[src/rtl/lsu_pkg.sv]
// Shared access-size encodings and controller state type for the load/store unit.
package lsu_pkg;
  localparam logic [1:0] SIZE_BYTE = 2'b00;
  localparam logic [1:0] SIZE_HALF = 2'b01;
  localparam logic [1:0] SIZE_WORD = 2'b10;

  typedef enum logic [1:0] {IDLE, RD, WR, RESP} lsu_state_t;
endpackage

[src/rtl/lsu_mem_ctrl_if.sv]
// Execute-stage request/response handshake plus the data-memory port of the LSU.
interface lsu_mem_ctrl_if;
  logic        req_valid_i;
  logic        req_ready_o;
  logic        req_we_i;
  logic [31:0] req_addr_i;
  logic [31:0] req_wdata_i;
  logic [1:0]  req_size_i;
  logic        req_unsigned_i;
  logic        rsp_valid_o;
  logic [31:0] rsp_rdata_o;
  logic        rsp_err_o;
  logic [31:0] daddr_o;
  logic [31:0] dwdata_o;
  logic [31:0] drdata_i;
  logic [1:0]  dsize_o;
  logic        drd_o;
  logic        dwr_o;
  logic [3:0]  dbe_o;

  modport slave (
    input  req_valid_i, req_we_i, req_addr_i, req_wdata_i, req_size_i,
           req_unsigned_i, drdata_i,
    output req_ready_o, rsp_valid_o, rsp_rdata_o, rsp_err_o, daddr_o,
           dwdata_o, dsize_o, drd_o, dwr_o, dbe_o
  );

  modport master (
    output req_valid_i, req_we_i, req_addr_i, req_wdata_i, req_size_i,
           req_unsigned_i, drdata_i,
    input  req_ready_o, rsp_valid_o, rsp_rdata_o, rsp_err_o, daddr_o,
           dwdata_o, dsize_o, drd_o, dwr_o, dbe_o
  );
endinterface

[src/rtl/lsu_align.sv]
// Byte-lane logic: enables, store placement, RMW merge, load extraction, alignment check.
module lsu_align
  import lsu_pkg::*;
(
  input  logic [1:0]  size,
  input  logic [1:0]  off,
  input  logic [31:0] wdata,
  input  logic [31:0] old_word,
  input  logic        uns,
  output logic [3:0]  be,
  output logic [31:0] lane_data,
  output logic [31:0] merged,
  output logic [31:0] load_data,
  output logic        misaligned
);
  logic [7:0]  byte_v;
  logic [15:0] half_v;

  always_comb begin
    be         = '0;
    lane_data  = wdata;
    misaligned = 1'b0;
    case (size)
      SIZE_BYTE: begin
        be        = 4'b0001 << off;
        lane_data = {4{wdata[7:0]}};
      end
      SIZE_HALF: begin
        be         = 4'b0011 << off;
        lane_data  = {2{wdata[15:0]}};
        misaligned = off[0];
      end
      SIZE_WORD: begin
        be         = 4'hF;
        misaligned = (off != 2'b00);
      end
      default: misaligned = 1'b1;
    endcase

    merged = old_word;
    for (int unsigned i = 0; i < 4; i++) begin
      if (be[i]) merged[8*i +: 8] = lane_data[8*i +: 8];
    end

    byte_v = old_word[{off, 3'b000} +: 8];
    half_v = off[1] ? old_word[31:16] : old_word[15:0];
    case (size)
      SIZE_BYTE: load_data = uns ? {24'b0, byte_v} : {{24{byte_v[7]}}, byte_v};
      SIZE_HALF: load_data = uns ? {16'b0, half_v} : {{16{half_v[15]}}, half_v};
      default:   load_data = old_word;
    endcase
  end
endmodule

[src/rtl/lsu_mem_ctrl.sv]
// Load/store initiator: one request at a time, word-indexed memory, RMW for sub-word stores.
module lsu_mem_ctrl
  import lsu_pkg::*;
#(
  parameter int unsigned RD_LAT = 0,
  parameter bit          RMW_EN = 1'b1
) (
  input  logic           clk_i,
  input  logic           reset_ni,
  lsu_mem_ctrl_if.slave  bus
);
  localparam logic [7:0] RD_LAST = 8'(RD_LAT);

  lsu_state_t  state, state_n;
  logic [7:0]  cnt;
  logic        we_q, uns_q, err_q;
  logic [1:0]  size_q, off_q, dsize_q;
  logic [31:0] wdata_q, daddr_q, dwdata_q, rdata_q;
  logic [3:0]  dbe_q;

  logic        idle, accept, rmw_sub, rd_last;
  logic [1:0]  a_size, a_off;
  logic [31:0] a_wdata;
  logic [3:0]  be;
  logic [31:0] lane_data, merged, load_data;
  logic        misaligned;

  assign idle    = (state == IDLE);
  assign accept  = idle && bus.req_valid_i;
  assign rmw_sub = RMW_EN && bus.req_we_i && (bus.req_size_i != SIZE_WORD);
  assign rd_last = (cnt == RD_LAST);

  // In IDLE the lane logic looks at the incoming request; afterwards at the captured one.
  assign a_size  = idle ? bus.req_size_i       : size_q;
  assign a_off   = idle ? bus.req_addr_i[1:0]  : off_q;
  assign a_wdata = idle ? bus.req_wdata_i      : wdata_q;

  lsu_align u_align (
    .size       (a_size),
    .off        (a_off),
    .wdata      (a_wdata),
    .old_word   (bus.drdata_i),
    .uns        (uns_q),
    .be         (be),
    .lane_data  (lane_data),
    .merged     (merged),
    .load_data  (load_data),
    .misaligned (misaligned)
  );

  always_comb begin
    state_n = state;
    case (state)
      IDLE: if (accept) begin
        if (misaligned)                    state_n = RESP;
        else if (!bus.req_we_i || rmw_sub) state_n = RD;
        else                               state_n = WR;
      end
      RD:      if (rd_last) state_n = we_q ? WR : RESP;
      WR:      state_n = RESP;
      RESP:    state_n = IDLE;
      default: state_n = IDLE;
    endcase

    bus.req_ready_o = idle;
    bus.rsp_valid_o = (state == RESP);
    bus.rsp_rdata_o = (state == RESP) ? rdata_q : '0;
    bus.rsp_err_o   = (state == RESP) && err_q;
    bus.drd_o       = (state == RD);
    bus.dwr_o       = (state == WR);
    bus.daddr_o     = daddr_q;
    bus.dwdata_o    = dwdata_q;
    bus.dsize_o     = dsize_q;
    bus.dbe_o       = dbe_q;
  end

  always_ff @(posedge clk_i or negedge reset_ni) begin
    if (!reset_ni) begin
      state    <= IDLE;
      cnt      <= '0;
      we_q     <= 1'b0;
      uns_q    <= 1'b0;
      err_q    <= 1'b0;
      size_q   <= SIZE_WORD;
      off_q    <= '0;
      wdata_q  <= '0;
      daddr_q  <= '0;
      dwdata_q <= '0;
      rdata_q  <= '0;
      dsize_q  <= SIZE_WORD;
      dbe_q    <= '0;
    end else begin
      state <= state_n;
      if (accept) begin
        we_q     <= bus.req_we_i;
        uns_q    <= bus.req_unsigned_i;
        size_q   <= bus.req_size_i;
        off_q    <= bus.req_addr_i[1:0];
        wdata_q  <= bus.req_wdata_i;
        daddr_q  <= {2'b00, bus.req_addr_i[31:2]};
        dsize_q  <= rmw_sub ? SIZE_WORD : bus.req_size_i;
        dbe_q    <= rmw_sub ? 4'hF : be;
        dwdata_q <= lane_data;
        err_q    <= misaligned;
        rdata_q  <= '0;
        cnt      <= '0;
      end
      if (state == RD) begin
        cnt <= cnt + 8'd1;
        if (rd_last) begin
          if (we_q) dwdata_q <= merged;
          else      rdata_q  <= load_data;
        end
      end
    end
  end
endmodule

[src/flat_wrapper.sv]
// flat-port wrapper written by rule: the top's interface ports become plain ports
module lsu_mem_ctrl_flat import lsu_pkg::*;
#(
  parameter int unsigned RD_LAT = 0,
  parameter bit          RMW_EN = 1'b1
)
  (clk_i, reset_ni, bus_req_valid_i, bus_req_we_i, bus_req_addr_i, bus_req_wdata_i, bus_req_size_i, bus_req_unsigned_i, bus_drdata_i, bus_req_ready_o, bus_rsp_valid_o, bus_rsp_rdata_o, bus_rsp_err_o, bus_daddr_o, bus_dwdata_o, bus_dsize_o, bus_drd_o, bus_dwr_o, bus_dbe_o);
  lsu_mem_ctrl_if bus_i ();
  input  logic clk_i;
  input  logic reset_ni;
  input wire logic [$bits(bus_i.req_valid_i)-1:0] bus_req_valid_i;
  input wire logic [$bits(bus_i.req_we_i)-1:0] bus_req_we_i;
  input wire logic [$bits(bus_i.req_addr_i)-1:0] bus_req_addr_i;
  input wire logic [$bits(bus_i.req_wdata_i)-1:0] bus_req_wdata_i;
  input wire logic [$bits(bus_i.req_size_i)-1:0] bus_req_size_i;
  input wire logic [$bits(bus_i.req_unsigned_i)-1:0] bus_req_unsigned_i;
  input wire logic [$bits(bus_i.drdata_i)-1:0] bus_drdata_i;
  output wire logic [$bits(bus_i.req_ready_o)-1:0] bus_req_ready_o;
  output wire logic [$bits(bus_i.rsp_valid_o)-1:0] bus_rsp_valid_o;
  output wire logic [$bits(bus_i.rsp_rdata_o)-1:0] bus_rsp_rdata_o;
  output wire logic [$bits(bus_i.rsp_err_o)-1:0] bus_rsp_err_o;
  output wire logic [$bits(bus_i.daddr_o)-1:0] bus_daddr_o;
  output wire logic [$bits(bus_i.dwdata_o)-1:0] bus_dwdata_o;
  output wire logic [$bits(bus_i.dsize_o)-1:0] bus_dsize_o;
  output wire logic [$bits(bus_i.drd_o)-1:0] bus_drd_o;
  output wire logic [$bits(bus_i.dwr_o)-1:0] bus_dwr_o;
  output wire logic [$bits(bus_i.dbe_o)-1:0] bus_dbe_o;
  assign bus_i.req_valid_i = bus_req_valid_i;
  assign bus_i.req_we_i = bus_req_we_i;
  assign bus_i.req_addr_i = bus_req_addr_i;
  assign bus_i.req_wdata_i = bus_req_wdata_i;
  assign bus_i.req_size_i = bus_req_size_i;
  assign bus_i.req_unsigned_i = bus_req_unsigned_i;
  assign bus_i.drdata_i = bus_drdata_i;
  assign bus_req_ready_o = bus_i.req_ready_o;
  assign bus_rsp_valid_o = bus_i.rsp_valid_o;
  assign bus_rsp_rdata_o = bus_i.rsp_rdata_o;
  assign bus_rsp_err_o = bus_i.rsp_err_o;
  assign bus_daddr_o = bus_i.daddr_o;
  assign bus_dwdata_o = bus_i.dwdata_o;
  assign bus_dsize_o = bus_i.dsize_o;
  assign bus_drd_o = bus_i.drd_o;
  assign bus_dwr_o = bus_i.dwr_o;
  assign bus_dbe_o = bus_i.dbe_o;
  lsu_mem_ctrl #(.RD_LAT(RD_LAT), .RMW_EN(RMW_EN)) u_core (.clk_i(clk_i), .reset_ni(reset_ni), .bus(bus_i));
endmodule
[config.mk]
export PLATFORM = sky130hd
export DESIGN_NAME = lsu_mem_ctrl_flat
export DESIGN_NICKNAME = d
export VERILOG_FILES = /design/src/rtl/lsu_pkg.sv /design/src/rtl/lsu_mem_ctrl_if.sv /design/src/rtl/lsu_align.sv /design/src/rtl/lsu_mem_ctrl.sv /design/src/flat_wrapper.sv
export SDC_FILE = /design/constraint.sdc
export NUM_CORES = 1
export LEC_CHECK = 0
export CAP_MARGIN = 0
export CORE_ASPECT_RATIO = 0.5
export CORE_MARGIN = 2
export CORE_UTILIZATION = 45
export DETAILED_ROUTE_END_ITERATION = 12
export PLACE_DENSITY = 0.74
export SLEW_MARGIN = 5
export SYNTH_ARGS = -nofsm -noshare
export SYNTH_HDL_FRONTEND = slang
export SYNTH_SLANG_ARGS = --single-unit
[constraint.sdc]
create_clock -name clk_i -period 5.2 [get_ports clk_i]
set_input_delay 0.52 -clock clk_i [delete_from_list [all_inputs] [get_ports clk_i]]
set_output_delay 0.52 -clock clk_i [all_outputs]
set_load 0.1 [all_outputs]
## After elaboration in Yosys (flattened, before gate mapping)

Index checks and enable logic that the tools add are counted.
Widths: inputs -> output; s select.

- Register bits: 149
- Output and inout bits: 107
- Word-level logic and storage cells: 69
- Memories kept: 0
- Bits in read-only memories: 0
- Bits in latches: 0
- Bits in writable memories: 0
- Bits of input ports: 103

- Div/mod/pow operators: 0
- $mul: 0
- Shifts and indexed selects: 3
- Bitwise logic cells: 0
- Reductions and logical operators: 11
- Equal/unequal tests: 8
- $add $sub $neg: 1
- Muxes and demuxes: 33
- $lt $le $gt $ge: 0

Operator list:

| operator | number |
|---|---|
| $mux 32 | 12 |
| $pmux 32 s2 | 2 |
| $mux 8 | 6 |
| $shiftx 32x6->8 | 1 |
| $mux 16 | 1 |
| $mux 2 | 7 |
| $pmux 4 s3 | 1 |
| $add 8x1->8 const B | 1 |
| $logic_not 8->1 | 1 |
| $pmux 2 s4 | 1 |
| $eq 2x2->1 const B | 3 |
| $eq 2x1->1 const B | 2 |
| $logic_not 2->1 | 2 |
| $mux 4 | 1 |
| $ne 2x2->1 const B | 2 |
| $reduce_bool 2->1 | 2 |
| $shl 1x2->4 const A | 1 |
| $shl 2x2->4 const A | 1 |
| $logic_and 1x1->1 | 3 |
| $pmux 1 s3 | 1 |
| $ne 2x1->1 const B | 1 |
| $reduce_and 2->1 | 1 |
| $logic_not 1->1 | 1 |
| $logic_or 1x1->1 | 1 |
| $mux 1 | 1 |

## Depth between registers and ports, before layout

Gate-level depths: netlist of run 1.

- Depth after elaboration: 8
- Gate-level depth with buffers: 10
- Gate-level depth less buffers: 7

## Hierarchy

From an unflattened synthesis of run 1, not the netlist that was laid out.

- Cell total of the unflattened synthesis: 786
- Area, all modules: 8923.6 um^2

Modules (own cells, without submodules):

| module | cells an instance | area an instance (um^2) | seq. area each (um^2) | instances |
|---|---|---|---|---|
| lsu_mem_ctrl | 560 | 7218.2 | 3731.1 | 1 |
| lsu_align | 226 | 1705.4 | 0.0 | 1 |

## Least setup slack after synthesis of run 1

OpenSTA, ideal clock, no wires.

- Path kind: reg-to-reg
- Start: register u_core.state[0]
- End: register u_core.rdata_q[0]
- Data arrival time: 2.921 ns
- Buffers on the path: 2
- Period minus slack after synthesis: 3.058 ns
- Cell stages (with the launch flop): 9
- Setup slack: 2.142 ns
- Data required time: 5.063 ns
- Setup time: 0.137 ns
- Path through: dfrtp_1 inv_1 ha_1 buf_6 mux2i_4 buf_6 mux4_2 a222oi_1 a21oi_1

- Word-level cells in the longest chain between the ends: 8
- Elaborated cells on any way between the ends: 16
- Classes of those cells: eq/ne (2); shift (1); mux (10); reduce/logical (3)

RTL lines:

| what | line | RTL |
|---|---|---|
| start, declared | lsu_mem_ctrl.sv:14 | `lsu_state_t state, state_n;` |
| start signal, assigned | lsu_mem_ctrl.sv:93 | `state <= state_n;` |
| $logic_not 2->1 (*) | lsu_mem_ctrl.sv:28 | `assign idle = (state == IDLE);` |
| net bus_req_ready_o | flat_wrapper.sv:18 | `output wire logic [$bits(bus_i.req_ready_o)-1:0] bus_req_ready_o;` |
| $mux 2 | lsu_mem_ctrl.sv:35 | `assign a_off = idle ? bus.req_addr_i[1:0] : off_q;` |
| $shiftx 32x6->8 or $mux 16 (tied branches) | lsu_align.sv:45, lsu_align.sv:46 |  |
| $mux 32, on equally long branches | lsu_align.sv:48, lsu_align.sv:49 |  |
| $pmux 32 s2 | lsu_align.sv:47 | `case (size)` |
| $mux 32 | lsu_mem_ctrl.sv:111 | `if (we_q) dwdata_q <= merged;` |
| $mux 32 | lsu_mem_ctrl.sv:110 | `if (rd_last) begin` |
| $mux 32 (*) | lsu_mem_ctrl.sv:108 | `if (state == RD) begin` |
| end signal, assigned | lsu_mem_ctrl.sv:112 | `else rdata_q <= load_data;` |
| end, declared | lsu_mem_ctrl.sv:18 | `logic [31:0] wdata_q, daddr_q, dwdata_q, rdata_q;` |

Mark *: on every way through the listed nets, which the timed path passes. The rest lies on a longest branch.
A chain may end at the register's enable or synchronous reset.

## Final worst setup path of run 1

- Start: register u_core.state[1]
- End: output bus_req_ready_o

- Word-level cells in the longest chain between the ends: 1

RTL lines:

| what | line |
|---|---|
| $logic_not 2->1 | lsu_mem_ctrl.sv:28 |
| end, declared | flat_wrapper.sv:18 |

No other way between the ends.

==> impl_metrics.tcl, run 1 <==
set metrics [dict create \
    status "finished, final reports clean" \
    die_y_um 100.1 \
    detailedRoute.firstIterationViolations 924 \
    netlist_area_mm2 0.008319 \
    clock.fmax_mhz 268.9 \
    grtUsageTotal_pct 26.80 \
    root_buffer "clkbuf_16" \
    setup_tns_ns 0 \
    synth.distinct_cells 49 \
    cp_slowest_cell "clkdlybuf4s50_1" \
    grt_pass1_vias 7102 \
    ys_seq_area_share_pct 44.85 \
    area_delta_synth_final_pct 32.05 \
    initial_utilization_pct 45.56 \
    place_congestion 0.8740 \
    drc_errors 0 \
    insertion_delay_ns 0.42 \
    async_reset_ff_share_pct 100.0 \
    timing_max_transition_violations_final 0 \
    hold_viol 0 \
    yosysWarningCount 0 \
    max_cap_violations 0 \
    path_max_fanout 34 \
    path_clk_slew_ns 0.07 \
    layout_commonest_cell "nand2_1" \
    postCtsHoldBufs 0 \
    fin_skew_ns 0.009219 \
    critPathKind "reg2out" \
    io_buffers 207 \
    synth-seq-cells 149 \
    grt_pass1_wl_um 40690 \
    grt_max_degree 113 \
    fin_nets 1199 \
    synth-edff-count 0 \
    viasPerCell 5.730 \
    grt-ovfl-total 0 \
    core.rowCount 35 \
    crit_path_max_incr_delay_ns 1.21 \
    syn_inst 936 \
    arrival_ns 3.20 \
    drive_gt1_share_pct 6.346 \
    antenna_found_initial 0 \
    insertedDiodeCount 0 \
    post_cts_buffers 0 \
    critPathLaunchType "flip-flop" \
    routed_wl_um 26280 \
    fin_util_pct 60.16 \
    ant_nets 0 \
    setup_viol 0 \
    min_period_ns 3.719 \
    numCtsBuffers 17 \
    final_cell_mix "nand2_1 (239), clkdlybuf4s50_1 (206), dfrtp_1 (147)" \
    tightestPinTransition_ns 1.195 \
    cts_sinks 149 \
    relSlewSlack_pct 20.14 \
    cts.repair.resized 0 \
    clockBufferDepth 2 \
    vias 7695 \
    routedWlPerCell_um 19.57 \
    fp.dieW_um 196.3 \
    dieArea_mm2 0.01966 \
    min_path_type "in2async" \
    synth_flop_cell "dfrtp_1" \
    dr.pass1.iters 7 \
    dp_hpwl_um 18510 \
    rsz0062_at_grt "no" \
    fp.coreArea_mm2 0.01826 \
    end_kind "output port" \
    worst_ep_required_time_ns 4.68 \
    syn_area_per_cell_um2 8.888 \
    ios 210 \
    min_period_over_period_pct 71.51 \
    path_cells "inv_1 -> ha_2 -> buf_4 -> clkdlybuf4s50_1" \
    cts_tree "yes" \
    htreeDepth 4 \
]
==> final timing paths <==
path / from / endpoint / slack [ns] / cells after the start
setup / recovery: u_core.state[1] / bus_req_ready_o / 1.48 / 4
hold / removal: reset_ni / u_core.bus.daddr_o[5] / 0.25 / 1
setup reg to reg: u_core.state[1] / u_core.bus.dwdata_o[18] / 1.50 / 7
hold reg to reg: u_core.bus.daddr_o[9] / u_core.bus.daddr_o[9] / 0.47 / 2
max in group asynchronous: reset_ni / u_core.size_q[1] / 3.78 / 2
min in group clk_i: u_core.bus.daddr_o[9] / u_core.bus.daddr_o[9] / 0.47 / 2
==> logic make-up after synthesis <==
family | count (synthesis) | share of synthesized area [%]
AOI/OAI and AO/OA | 248 | 18.09
buffers and inverters | 96 | 5.114
DFF | 149 | 44.85
muxes | 94 | 13.01
adders and majority gates | 6 | 0.9024
and+or+nand+nor | 342 | 17.99
other | 1 | 0.04508
==> Yosys cell counts (10+ instances only) <==
library cell	number	area [um2]
nand2_1	240	900.9
dfrtp_1	147	3679
a21oi_1	99	495.5
mux2i_1	71	710.7
o21ai_0	59	295.3
and2_1	44	275.3
clkbuf_1	41	153.9
buf_2	19	95.09
inv_1	17	63.81
nor2_1	16	60.06
o211ai_1	16	120.1
mux2_2	13	146.4
a211oi_1	11	82.58
buf_1	11	41.29
a31oi_1	10	62.56
and3_1	10	62.56
nand2b_1	10	62.56
==> critical path, delay by kind of cell, from the launching register on <==
family / cells / cell delay, ns
flops: 1 / 0.41
fa+ha+maj: 1 / 0.56
buf+inv: 3 / 1.78
==> through the flow <==
step	cells	worst slack, ns	instance area (um2)	hold WS [ns]
after floorplan	937	2.142	8323	0.2244
after global placement	1311	1.564	10400	0.4444
after CTS	1343	1.502	10990	0.2952
after detailed placement	1311	1.452	10400	0.4612
after global routing	1343	1.238	10990	0.3372
final	1343	1.481	10990	0.2547
==> routing by layer <==
layer / part of all wire (%) / wire length [um] / track usage, % / vias to the layer above
met1: 44 / 11560 / 38.34 / 3699
met3: 9.4 / 2458 / 6.149 / 47
met2: 45 / 11760 / 40.64 / 372
met5: 0 / 0 / 0 / -
li1: - / - / - / 3577
met4: 1.9 / 504 / 8.392 / 0
==> cell type report <==
class / count / area, um2
flip-flops and latches: 149 / 3731
clock buffers: 21 / 460.4
repair buffers: 213 / 2118
multi-input cells: 692 / 4185
clock inverters: 11 / 126.4
inverters: 17 / 63.81
well taps: 240 / 300.3
fillers: 1538 / 7276
==> registers in the layout (all words and copies together) (netlist names) <==
register / count
u_core.wdata_q: 32
u_core.bus.dsize_o: 2
u_core.cnt: 8
u_core.rdata_q: 32
u_core.state: 2
u_core.bus.dwdata_o: 32
u_core.err_q: 1
u_core.we_q: 1
u_core.off_q: 2
u_core.bus.dbe_o: 4
u_core.bus.daddr_o: 30
u_core.uns_q: 1
u_core.size_q: 2
Power of run 1 is left out: the tool's default activity adds up to more than one toggle a clock period on the data nets, which glitch-free logic cannot reach.
==> inputs of run 2 (changes only) <==
--- a/config.mk
+++ b/config.mk
@@ -10,7 +10,7 @@
 export CORE_MARGIN = 2
 export CORE_UTILIZATION = 45
 export DETAILED_ROUTE_END_ITERATION = 12
-export PLACE_DENSITY = 0.74
+export PLACE_DENSITY = 0.77
 export SLEW_MARGIN = 5
 export SYNTH_ARGS = -nofsm -noshare
 export SYNTH_HDL_FRONTEND = slang
==> constraint.sdc (replaced) <==
create_clock -name clk_i -period 3.1 [get_ports clk_i]
set_input_delay 0.31 -clock clk_i [delete_from_list [all_inputs] [get_ports clk_i]]
set_output_delay 0.31 -clock clk_i [all_outputs]
set_load 0.1 [all_outputs]
==> impl_metrics.tcl, run 2 (synthesis gave the netlist of run 1 again) <==
set metrics [dict create \
    status "finished, final reports clean" \
    r2r_cells 8 \
    worstHoldPathCells 3 \
    arrival_ns 3.24 \
    ant_nets 0 \
    rsz0062_at_grt "no" \
    dp_hpwl_um 19450 \
    die_y_um 100.1 \
    path_clk_slew_ns 0.07 \
    grt_max_degree 78 \
    tightestPinTransition_ns 0.9960 \
    cts_sinks 149 \
    postCtsHoldBufs 1 \
    vias 7925 \
    min_period_ns 2.916 \
    detailedRoute.firstIterationViolations 836 \
    cts_tree "yes" \
    end_kind "flip-flop" \
    setup_viol 0 \
    critPathLaunchType "flip-flop" \
    relSlewSlack_pct 33.39 \
    min_path_type "in2reg" \
    dp.cells 1334 \
    seqCellArea_mm2 0.003731 \
    initial_utilization_pct 45.56 \
    drive_gt1_share_pct 12.60 \
    antenna_found_initial 0 \
    worst_ep_required_time_ns 3.43 \
    ios 210 \
    fp.dieW_um 196.3 \
    fillers 1580 \
    area_delta_synth_final_pct 33.36 \
    drc_errors 0 \
    min_period_over_period_pct 94.08 \
    place_congestion 0.8962 \
    final_cell_mix "nand2_1 (239), clkdlybuf4s50_1 (158), dfrtp_1 (147)" \
    grt_pass1_wl_um 43000 \
    fp.coreArea_mm2 0.01826 \
    dieArea_mm2 0.01966 \
    routedWlPerCell_um 19.97 \
    routed_wl_um 27300 \
    clockBufferDepth 2 \
    path_max_fanout 19 \
    grt_pass1_vias 7705 \
    multi_input_area_mm2 0.004185 \
    timing_max_transition_violations_final 0 \
    hold_viol 0 \
    htreeDepth 4 \
    insertedDiodeCount 0 \
    numCtsBuffers 17 \
    max_cap_violations 0 \
    viasPerCell 5.797 \
    fin_cells 1367 \
    dr.pass1.iters 6 \
    io_buffers 207 \
    clock.fmax_mhz 342.9 \
    grtUsageTotal_pct 28.26 \
    setup_tns_ns 0 \
    post_cts_buffers 0 \
    critPathKind "reg2reg" \
    insertion_delay_ns 0.43 \
    grt-ovfl-total 0 \
    core.rowCount 35 \
    cts.repair.resized 0 \
    fin_skew_ns 0.009920 \
    layout_commonest_cell "nand2_1" \
    root_buffer "clkbuf_16" \
    fin_nets 1223 \
]
## run 2: cell types whose count changed in the layout (fill, tap and decap cells not counted)
cell,previous run,this run
clkbuf_8,2,3
clkbuf_1,2,1
dlygate4sd3_1,0,1
buf_12,0,3
clkdlybuf4s50_1,206,158
clkinvlp_4,4,5
buf_4,6,74
clkinv_4,2,1
## run 2: final timing paths
kind	start	slack (ns)	endpoint
setup / recovery	u_core.state[0]	0.18	u_core.rdata_q[1]
hold / removal	bus_req_addr_i[11]	0.41	u_core.bus.daddr_o[9]
setup reg to reg	u_core.state[0]	0.18	u_core.rdata_q[1]
hold reg to reg	u_core.bus.dsize_o[1]	0.46	u_core.bus.dsize_o[1]
max in group asynchronous	reset_ni	1.78	u_core.bus.dsize_o[1]
min in group asynchronous	reset_ni	0.49	u_core.bus.daddr_o[4]
## run 2: per-layer routing
| metal | vias to the layer above | global-route usage [%] | wire length (um) |
|---|---|---|---|
| met5 | - | 0 | 0 |
| met1 | 3807 | 38.62 | 11730 |
| li1 | 3626 | - | - |
| met4 | 0 | 12.06 | 915 |
| met3 | 79 | 7.527 | 2649 |
| met2 | 413 | 42.85 | 12010 |
## run 2: per-stage QoR
step | area [um2] | util [%] | hold WS, ns | setup WS [ns]
after floorplan | 8323 | - | 0.01441 | 0.04191
after global placement | 10490 | 57.44 | 0.3906 | 0.4580
after detailed placement | 10490 | 57.44 | 0.4014 | 0.3363
after CTS | 11090 | 60.75 | 0.3962 | 0.3486
after global routing | 11090 | 60.75 | 0.4041 | 0.09206
final | 11090 | 60.75 | 0.4096 | 0.1836
## run 2: worst max-delay path, cell delays in order (launching register included)
cell,delay (ns)
dfrtp_1,0.41
inv_1,0.08
ha_2,0.30
buf_4,0.24
nand2b_1,0.16
o21ai_1,0.38
nor2b_1,0.82
a222oi_1,0.16
o21ai_0,0.27
## run 2: final cells by class
cell class,instances,area share [%]
clock inverter,11,1.128
inverter,17,0.5752
timing repair buffer,237,20.00
clock buffer,21,4.240
sequential,149,33.63
tap,240,2.707
multi-input combinational,692,37.72
Power of run 2 is left out for the same reason.
==> inputs of run 3 (changes only) <==
--- a/config.mk
+++ b/config.mk
@@ -10,7 +10,9 @@
 export CORE_MARGIN = 2
 export CORE_UTILIZATION = 45
 export DETAILED_ROUTE_END_ITERATION = 12
+export GPL_ROUTABILITY_DRIVEN = 0
 export PLACE_DENSITY = 0.77
+export RECOVER_POWER = 25
 export SLEW_MARGIN = 5
 export SYNTH_ARGS = -nofsm -noshare
 export SYNTH_HDL_FRONTEND = slang
==> impl_metrics.tcl, run 3 (synthesis gave the netlist of run 1 again) <==
set metrics [dict create \
    fp.coreArea_mm2 0.01826 \
    timing_max_transition_violations_final 69 \
    dp.cells 1337 \
    die_y_um 100.1 \
    min_period_over_period_pct 90.38 \
    dp_hpwl_um 19550 \
    status "finished, violations left" \
    grtUsageTotal_pct 28.08 \
    post_cts_buffers 0 \
    ios 210 \
    grt-ovfl-total 0 \
    root_buffer "clkbuf_16" \
    worst_ep_required_time_ns 3.38 \
    min_path_type "in2reg" \
    cts_sinks 149 \
    ant_nets 0 \
    fin_cells 1370 \
    grt_pass1_wl_um 42530 \
    fin_skew_ns 0.01165 \
    setup_tns_ns 0 \
    fin_nets 1226 \
    vias 8025 \
    end_kind "flip-flop" \
    numCtsBuffers 17 \
    hold_viol 0 \
    clockBufferDepth 2 \
    routedWlPerCell_um 19.96 \
    min_period_ns 2.802 \
    viasPerCell 5.858 \
    io_buffers 207 \
    detailedRoute.firstIterationViolations 1013 \
    final_cell_mix "nand2_1 (239), clkdlybuf4s50_1 (158), dfrtp_1 (147)" \
    dieArea_mm2 0.01966 \
    clock.fmax_mhz 356.9 \
    insertedDiodeCount 0 \
    layout_commonest_cell "nand2_1" \
    violations "capacitance limit, slew limit" \
    fp.dieW_um 196.3 \
    critPathLaunchType "flip-flop" \
    cts_tree "yes" \
    relSlewSlack_pct -21.69 \
    routed_wl_um 27350 \
    initial_utilization_pct 45.56 \
    max_cap_violations 1 \
    cts.repair.resized 0 \
    htreeDepth 4 \
    path_max_fanout 16 \
    critPathKind "reg2reg" \
    grt_pass1_vias 7689 \
    tightestPinTransition_ns 1.825 \
    area_delta_synth_final_pct 33.12 \
    grt_max_degree 70 \
    drive_gt1_share_pct 12.83 \
    drc_errors 0 \
    arrival_ns 3.08 \
    path_clk_slew_ns 0.06 \
    antenna_found_initial 0 \
    dr.pass1.iters 8 \
    core.rowCount 35 \
    insertion_delay_ns 0.43 \
    postCtsHoldBufs 1 \
    setup_viol 0 \
    rsz0062_at_grt "no" \
]
==> run 3: worst max-delay path, stage by stage (launching register included) <==
cell and delay (ns):
dfrtp_1 0.40, inv_1 0.12, ha_2 0.41, mux2i_4 0.62, mux4_2 0.41, nand2_1 0.12
a21o_1 0.45, a21oi_1 0.14
==> run 3: final timing paths <==
| path | from | endpoint | slack (ns) | depth (start not counted) |
|---|---|---|---|---|
| setup reg to reg | u_core.state[1] | u_core.rdata_q[31] | 0.30 | 7 |
| max in group asynchronous | reset_ni | u_core.bus.daddr_o[16] | 0.98 | 3 |
| hold reg to reg | u_core.bus.dsize_o[1] | u_core.bus.dsize_o[1] | 0.47 | 2 |
| hold / removal | bus_req_addr_i[11] | u_core.bus.daddr_o[9] | 0.41 | 3 |
| min in group asynchronous | reset_ni | u_core.bus.daddr_o[1] | 0.91 | 2 |
| setup / recovery | u_core.state[1] | u_core.rdata_q[31] | 0.30 | 7 |
==> run 3: area by class of cell <==
cell class	instances	area, um2
Sequential cell	149	3731
Tap cell	240	300.3
Clock buffer	21	470.5
Multi-Input combinational cell	692	4185
Inverter	17	63.81
Fill cell	1550	7187
Clock inverter	11	101.3
Timing Repair Buffer	240	2222
==> run 3: per-stage QoR <==
step                      hold WS, ns  setup slack (ns)  util (%)  area, um2
after floorplan               0.01441           0.04191         -       8323
after global placement         0.3686            0.4649     57.49      10500
after detailed placement       0.3690            0.3678     57.49      10500
after CTS                      0.3913            0.3444     60.68      11080
after global routing           0.4034            0.1292     60.64      11070
final                          0.4052            0.2983     60.64      11070
==> run 3: layer usage <==
metal	up-vias	global-route usage (%)	routed length [um]
li1	3635	-	-
met1	3855	38.29	11430
met2	461	42.20	12080
met3	74	7.325	2876
met4	0	13.17	955
met5	-	0	0
Power of run 3 is left out for the same reason.
